===== config.mk =====
export PLATFORM = sky130hd
export DESIGN_NAME = key_input_port
export DESIGN_NICKNAME = d
export VERILOG_FILES = /design/src/rtl/key_input_port.sv
export SDC_FILE = /design/constraint.sdc
export NUM_CORES = 1
export LEC_CHECK = 0
export BUFFER_PORTS_ARGS = -buffer_cell sky130_fd_sc_hd__buf_2
export CORE_MARGIN = 2
export CORE_UTILIZATION = 40
export DETAILED_ROUTE_END_ITERATION = 8
export GPL_TIMING_DRIVEN = 0
export HOLD_SLACK_MARGIN = 0.02
export PLACE_DENSITY = 0.59
export SLEW_MARGIN = 0
export SYNTH_ARGS = -nofsm -noshare
export SYNTH_HDL_FRONTEND = slang
export SYNTH_SLANG_ARGS = --single-unit

===== constraint.sdc =====
create_clock -name clk -period 5.1 [get_ports clk]
set_clock_uncertainty 0.05 [all_clocks]
set_input_delay 0.255 -clock clk [delete_from_list [all_inputs] [get_ports clk]]
set_output_delay 0.255 -clock clk [all_outputs]
set_load 0.005 [all_outputs]

===== src/rtl/key_input_port.sv =====
// key_input_port: memory-mapped push-button input peripheral.
// Each active-low key is synchronised, debounced and exposed to the CPU as a
// debounced level plus sticky press/release flags (write-one-to-clear).
// Optional feature macro: KEY_IRQ_EN adds the KEY_MASK register and a
// registered level interrupt on masked press flags. Without it, irq is 0.
//
// Register map (byte addresses, full 32-bit compare):
//   0x30 KEY_STATE   RO   debounced level, 1 = pressed
//   0x34 KEY_PRESS   W1C  sticky, set on debounced 0->1
//   0x38 KEY_RELEASE W1C  sticky, set on debounced 1->0
//   0x3c KEY_MASK    RW   per-key irq enable (KEY_IRQ_EN builds only)
module key_input_port #(
  parameter int CLK         = 50,
  parameter int DEBOUNCE_MS = 20,
  parameter int N_KEYS      = 4
) (
  input  logic              clk,
  input  logic              res,
  input  logic              re,
  input  logic              we,
  input  logic [31:0]       addr,
  input  logic [31:0]       dataIn,
  input  logic [N_KEYS-1:0] keys_n,
  output logic [31:0]       dataOut,
  output logic              irq
);

  // Debounce window length in clock cycles; the counter commits on its last count.
  localparam int unsigned DB_CNT  = CLK * 1000 * DEBOUNCE_MS;
  localparam logic [31:0] DB_LAST = 32'(DB_CNT - 1);

  localparam logic [31:0] ADDR_STATE   = 32'h0000_0030;
  localparam logic [31:0] ADDR_PRESS   = 32'h0000_0034;
  localparam logic [31:0] ADDR_RELEASE = 32'h0000_0038;
  localparam logic [31:0] ADDR_MASK    = 32'h0000_003c;

  logic [N_KEYS-1:0] r_sync1;
  logic [N_KEYS-1:0] r_sync2;
  logic [N_KEYS-1:0] r_stable;
  logic [N_KEYS-1:0] r_press;
  logic [N_KEYS-1:0] r_release;
  logic [31:0]       r_cnt [N_KEYS];

  logic [N_KEYS-1:0] w_commit;
  logic [N_KEYS-1:0] w_rise;
  logic [N_KEYS-1:0] w_fall;
  logic              w_wr_press;
  logic              w_wr_release;
  logic [N_KEYS-1:0] w_clr_press;
  logic [N_KEYS-1:0] w_clr_release;
  logic [N_KEYS-1:0] w_rd_key;
  logic              w_unused_data;

`ifdef KEY_IRQ_EN
  logic [N_KEYS-1:0] r_mask;
  logic              r_irq;
  logic              w_wr_mask;
`endif

  // Only the low N_KEYS bits of write data carry meaning.
  assign w_unused_data = ^dataIn[31:N_KEYS];

  // Two-flop synchroniser; pins are inverted here so 1 means pressed from now on.
  always_ff @(posedge clk or posedge res) begin
    if (res) begin
      r_sync1 <= '0;
      r_sync2 <= '0;
    end else begin
      r_sync1 <= ~keys_n;
      r_sync2 <= r_sync1;
    end
  end

  // Keys whose synchronised level has disagreed with the accepted level for the whole window.
  always_comb begin
    w_commit = '0;
    for (int i = 0; i < N_KEYS; i++) begin
      w_commit[i] = (r_sync2[i] != r_stable[i]) && (r_cnt[i] == DB_LAST);
    end
  end

  assign w_rise = w_commit & r_sync2;
  assign w_fall = w_commit & ~r_sync2;

  // Per-key debounce: any cycle matching the accepted level restarts the window.
  always_ff @(posedge clk or posedge res) begin
    if (res) begin
      r_stable <= '0;
      for (int i = 0; i < N_KEYS; i++) begin
        r_cnt[i] <= '0;
      end
    end else begin
      for (int i = 0; i < N_KEYS; i++) begin
        if (r_sync2[i] == r_stable[i]) begin
          r_cnt[i] <= '0;
        end else if (r_cnt[i] == DB_LAST) begin
          r_stable[i] <= r_sync2[i];
          r_cnt[i]    <= '0;
        end else begin
          r_cnt[i] <= r_cnt[i] + 32'd1;
        end
      end
    end
  end

  assign w_wr_press    = we && (addr == ADDR_PRESS);
  assign w_wr_release  = we && (addr == ADDR_RELEASE);
  assign w_clr_press   = w_wr_press   ? dataIn[N_KEYS-1:0] : '0;
  assign w_clr_release = w_wr_release ? dataIn[N_KEYS-1:0] : '0;

  // Sticky edge flags; a new edge in the same cycle as a clear keeps the flag set.
  always_ff @(posedge clk or posedge res) begin
    if (res) begin
      r_press   <= '0;
      r_release <= '0;
    end else begin
      r_press   <= (r_press   & ~w_clr_press)   | w_rise;
      r_release <= (r_release & ~w_clr_release) | w_fall;
    end
  end

`ifdef KEY_IRQ_EN
  assign w_wr_mask = we && (addr == ADDR_MASK);

  // Interrupt enable mask, plain read/write.
  always_ff @(posedge clk or posedge res) begin
    if (res) begin
      r_mask <= '0;
    end else if (w_wr_mask) begin
      r_mask <= dataIn[N_KEYS-1:0];
    end
  end

  // Registered level interrupt: follows masked press flags one clock later.
  always_ff @(posedge clk or posedge res) begin
    if (res) begin
      r_irq <= 1'b0;
    end else begin
      r_irq <= |(r_press & r_mask);
    end
  end

  assign irq = r_irq;
`else
  assign irq = 1'b0;
`endif

  // Read mux; reads have no side effects and show pre-write values.
  always_comb begin
    w_rd_key = '0;
    case (addr)
      ADDR_STATE:   w_rd_key = r_stable;
      ADDR_PRESS:   w_rd_key = r_press;
      ADDR_RELEASE: w_rd_key = r_release;
`ifdef KEY_IRQ_EN
      ADDR_MASK:    w_rd_key = r_mask;
`endif
      default:      w_rd_key = '0;
    endcase
  end

  assign dataOut = re ? 32'(w_rd_key) : 32'd0;

endmodule


Yosys cells after proc, flatten, opt, wreduce, memory -nomap -nowiden
Index checks and enable logic that the tools add are counted.
Operators by class
  add/sub/neg operators: 4
  equal/unequal tests: 15
  multiplexer cells: 12
  bitwise gates (word level): 14
  reductions and logical operators: 10
Operator list (number)
  $mux W32: 8
  $add A32 B1 Y32 const B: 4
  $eq A32 B20 Y1 const B: 4
  $eq A32 B6 Y1 const B: 3
  $and A4 B4 Y4: 4
  $not A4 Y4: 4
  $mux W4: 3
  $pmux W4 S3: 1
  $or A4 B4 Y4: 2
  $reduce_and A2 Y1: 4
  $logic_and A1 B1 Y1: 6
  $eq A1 B1 Y1: 4
  $ne A1 B1 Y1: 4
  $not A1 Y1: 4
Word-level totals
  flip-flop bits (word level): 148
  bits of input ports: 72
  output and inout bits: 33
  word-level logic and storage cells: 67

Longest topological paths before layout
  depth in word-level cells: 6
  depth in mapped cells: 7

Worst setup path before layout
Ideal clock, no wire load.
  kind: reg-to-reg
  start point: reg r_cnt[96] in the netlist's numbering
  end point: reg r_cnt[126] in the netlist's numbering
  arrival time: 1.702 ns
  data required time: 4.931 ns
  path slack: 3.229 ns
  stages on the path, launching flop included: 7
  period minus slack after synthesis: 1.871 ns
  path through: dfrtp_1 ha_1 nand3_1 or4_4 nor4_2 xnor2_1 nor2_2
Between the ends
  longest elaborated chain between the ends: 3
  elaborated cells between the ends (all ways): 4
  those cells by class: add/sub (1); eq/ne (1); mux (2)
RTL lines
  start, declared: RTL line 42  | logic [31:0] r_cnt [N_KEYS];
  start signal, assigned by index: RTL line 100  | r_cnt[i] <= r_cnt[i] + 32'd1;
  $add A32 B1 Y32 or $eq A32 B20 Y1 (tied branches): RTL line 100, 96
  $mux W32 *: RTL line 96  | end else if (r_cnt[i] == DB_LAST) begin
  $mux W32 *: RTL line 94  | if (r_sync2[i] == r_stable[i]) begin
Mark *: on every way between the ends. The rest lies on a longest branch, timed or not.
A chain may end at the register's enable or synchronous reset.

Worst setup path in the final report
  start point: in addr[0]
  end point: out dataOut[3]
Between the ends
  longest elaborated chain between the ends: 3
  elaborated cells between the ends (all ways): 5
  those cells by class: eq/ne (3); mux (2)
RTL lines
  start, declared: RTL line 21  | input logic [31:0] addr,
  $eq A32 B6 Y1: RTL line 151  | case (addr)
  $pmux W4 S3 *: RTL line 151
  $mux W4 *: RTL line 162  | assign dataOut = re ? 32'(w_rd_key) : 32'd0;
  end, declared: RTL line 24  | output logic [31:0] dataOut,
Marked as above.

==> out/metrics.csv <==
stage;metric;value;unit
status;status;finished, final reports clean;
placed_design;IO Port Bufs;46;
clocking;CTS Buf Count;17;
logic_synthesis;XOR/XNOR Fraction of Synth Area;0.1318;
grt;first-pass GRT wire length;27470;um
logic_synthesis;cell taking the most area after synthesis;dfrtp_1;
clocking;clk slew on worst S/H paths;0.06;ns
logic_synthesis;largest family of logic cells by synthesized area;simple AND/OR/NAND/NOR gates;
placed_design;number of cells after detailed placement;1129;
detailed_routing;DR DRC count;0;
clocking;Clock Path Buffers;2;
clocking;H-tree Lvls;4;
placed_design;GPL Wtd Cong;0.7883;
power_and_ir_drop;leakage;0.004020;uW
clocking;CTS tree;yes;
worst_hold_path;Hold Path Class;input pin to flip-flop;
worst_setup_path;Worst Path Max Fanout;5;
cells_and_area;Final Non-Filler Cells;1164;
grt;largest net degree at the start of global routing;91;
sta;Worst-Margin Slew;0.7937;ns
floorplanning;Ports;105;
sta;RSZ-0062 raised after global routing;false;
worst_setup_path;CP delay by family, top;simple AND/OR/NAND/NOR gates;
clocking;clock insertion delay at the later pin of the skew report;0.42;ns
logic_synthesis;Mapped Cells;794;
logic_synthesis;top cells by area, synth;dfrtp_1 48%, xor2_1 9.1%, nor2_1 7.4%;
worst_setup_path;critical path type;input pin to primary output;
logic_synthesis;post-synth cell types;47;
detailed_routing;drt initial violations;361;
worst_setup_path;CP startpoint kind;input pin;
worst_setup_path;critical path's largest stage delay;0.55;ns
clocking;post-cts resize count;0;
clocking;clk root buf;clkbuf_16;
detailed_routing;DRT Pass-1 Iters;7;
floorplanning;die width;142.8;um
logic_synthesis;Synth Flop Type;dfrtp_1;
cells_and_area;area occupied by multi-input gates;3740;sq um
grt;global route total overflow;0;
floorplanning;cell row count;50;
worst_setup_path;Worst Reg-to-Reg Cells;7;
worst_setup_path;CP required;4.80;ns
grt;initial antenna violation count;0;
logic_synthesis;adder-cell share of the synthesized area;0.006491;
floorplanning;Die H;142.8;um
sta;setup violators final;0;
cells_and_area;Sequential Area;3704;sq um
worst_setup_path;FF-to-FF End;r_cnt[52];
sta;final hold vios;0;
logic_synthesis;Async SR Flop Fraction;1.000;
worst_setup_path;Critical R2R Launch;r_cnt[32];
logic_synthesis;Ys Warns;0;
sta;TNS Setup;0;ns
detailed_routing;drt total wl;16010;um
worst_setup_path;CP max stage cell;or4bb_1;
logic_synthesis;top cell type's share of synthesized area;0.4804;
logic_synthesis;Post-synth EDFFs;0;
logic_synthesis;most frequent cells after synthesis;152 x nor2_1, 148 x dfrtp_1, 80 x xor2_1;
logic_synthesis;mux contribution to synthesized area;0.01363;
clocking;CTS sink count;148;
cells_and_area;area delta synth->final;16.80;%
detailed_routing;routed via count;5791;
cells_and_area;post-route core utilization;0.4782;
placed_design;DPL Wire Length;11080;um
grt;GRT Total Usage;0.1683;
floorplanning;Starting Density;0.4094;
cells_and_area;Final nets;969;
worst_setup_path;Crit. path cell count;7;
detailed_routing;DR WL/cell;13.75;um
sta;Fmax;0.4084;GHz
logic_synthesis;Cell Area, Synth;7710;sq um
worst_setup_path;WP buf/inv;2;
floorplanning;area of the core;18830;sq um
sta;Final Max Tran Viols;0;
floorplanning;Die ar.;20400;sq um
worst_setup_path;CP endpoint kind;primary output;
logic_synthesis;syn avg cell area;9.710;sq um
sta;min cycle time layout;2.448;ns
detailed_routing;Detail Route Antenna Nets;0;
power_and_ir_drop;Peak VDD IR;0.2009;mV
worst_setup_path;CP arrival;2.14;ns
run;max-capacitance violation count;0;
sta;relative slew slack;0.4668;
worst_setup_path;CP dominant cell by count;buf_2;
logic_synthesis;Synth Register Bits;148;
power_and_ir_drop;pwr dens;275.1;nW/um^2
logic_synthesis;sequential area share after synthesis;0.4804;
grt;number of global-route vias before repair;5667;
logic_synthesis;most numerous cell in the Yosys netlist;nor2_1;
placed_design;Area after DPL;8403;sq um
worst_hold_path;hold-critical path depth;4;
worst_setup_path;Cell Chain, Critical Path;buf_2, or4bb_1, nor4b_1, nand4_1, o32a_1, nor2_1, buf_2;
sta;final cycle utilization of the critical path;0.4801;
worst_hold_path;HP Start;dataIn[0];
cells_and_area;layout cells sized above 1;0.1582;
logic_synthesis;complex-gate fraction of the synthesized area;0.01850;
worst_setup_path;reg2reg setup slack;2.75;ns
worst_hold_path;Hold Path End;r_press[0];
cells_and_area;Filler cells;1794;
logic_synthesis;Synth Area in Simple Gates;0.3006;
detailed_routing;routed vias/inst;4.975;
cells_and_area;design area;9005;sq um
cells_and_area;# diodes;0;
power breakdown:
| group | internal [uW] | leakage (uW) | switching [uW] |
|---|---|---|---|
| registers | 1190 | 0.00200 | 9.40 |
| logic | 46.7 | 0.00176 | 65.6 |
| clock network | 701 | 0.000267 | 469 |
| total | 1930 | 0.00402 | 544 |
area by class of cell:
| cell class | count | share of cell area |
|---|---|---|
| plain buffers | 48 | 0.03460 |
| multi-input cells | 610 | 0.4153 |
| clock buffers | 21 | 0.05224 |
| repair buffers | 52 | 0.03418 |
| well taps | 260 | 0.03613 |
| inverters | 16 | 0.007225 |
| clock inverters | 9 | 0.009032 |
| flip-flops and latches | 148 | 0.4113 |
repair_timing:
item | in CTS | in global routing
hold buffers | 5 | 0
endpoints found under the hold margin | 62 | 0
buffers inserted | 0 | 0
cells in the final DEF, fill, tap and decap left out, types with 5 or more instances in the layout:
cell type and instances:
conb_1 29, clkbuf_16 17, xor2_1 80, mux2i_1 6
nor4_1 16, nand2b_1 10, buf_2 55, dfrtp_1 148
nor4b_1 6, buf_4 32, nor3_1 12, clkbuf_1 8
xnor2_1 36, and2_1 6, and3_1 21, nand2_1 46
dlygate4sd3_1 5, nand4_1 52, o21ai_0 18, inv_1 15
and4_1 11, nand3_1 53, nor2_1 152, a21oi_1 5
or4_1 7
sequential cells by signal, indices dropped and copies added (netlist names):
register	flops
r_stable	4
r_release	4
r_sync2	4
r_sync1	4
r_press	4
r_cnt	128
per-layer routing:
metal | part of all wire | vias up | global-route usage
met2 | 0.47 | 111 | 0.2662
met4 | 0.0079 | 0 | 0.04273
li1 | - | 2889 | -
met3 | 0.037 | 8 | 0.03789
met5 | 0 | - | 0
met1 | 0.48 | 2783 | 0.2353
how the worst max path moves through the flow:
stage | slack [ns] | to | startpoint
after global placement | -1.05 | r_cnt[79] | res
after global routing | 2.50 | dataOut[3] | addr[0]
final | 2.65 | dataOut[3] | addr[0]
after CTS | 2.65 | dataOut[3] | addr[0]
after floorplan | 0.82 | r_cnt[0] | res
after detailed placement | 2.66 | dataOut[3] | addr[0]
worst register-to-register path: stages (launching register included):
cell and delay (ns):
dfrtp_1 0.40, ha_1 0.25, nand2_1 0.07, nor2_1 0.55, nand4b_1 0.38, nand2_1 0.20
buf_2 0.25, nor2_1 0.08
metrics by stage:
stage          hold slack (ns)  setup slack (ns)  power [uW]
6_report                0.1471             2.652        2477
5_1_grt                 0.1705             2.501        2582
4_1_cts                 0.1495             2.651        2511
3_5_place_dp            0.2879             2.663        1328
3_3_place_gp            0.2847            -1.046        1324
2_1_floorplan           0.2644            0.8153        1287
cells by family (layout without fill, tap and decap cells):
family | count (synthesis) | in the layout
AO/OA/AOI/OAI | 26 | 26
XOR/XNOR | 116 | 116
adder cells (fa/ha/maj) | 4 | 4
buffers and inverters | 64 | 146
flip-flops | 148 | 148
multiplexers | 10 | 10
other | 1 | 29
AND/OR/NAND/NOR | 425 | 425
No activity file was read; power rests on OpenSTA's default activity.
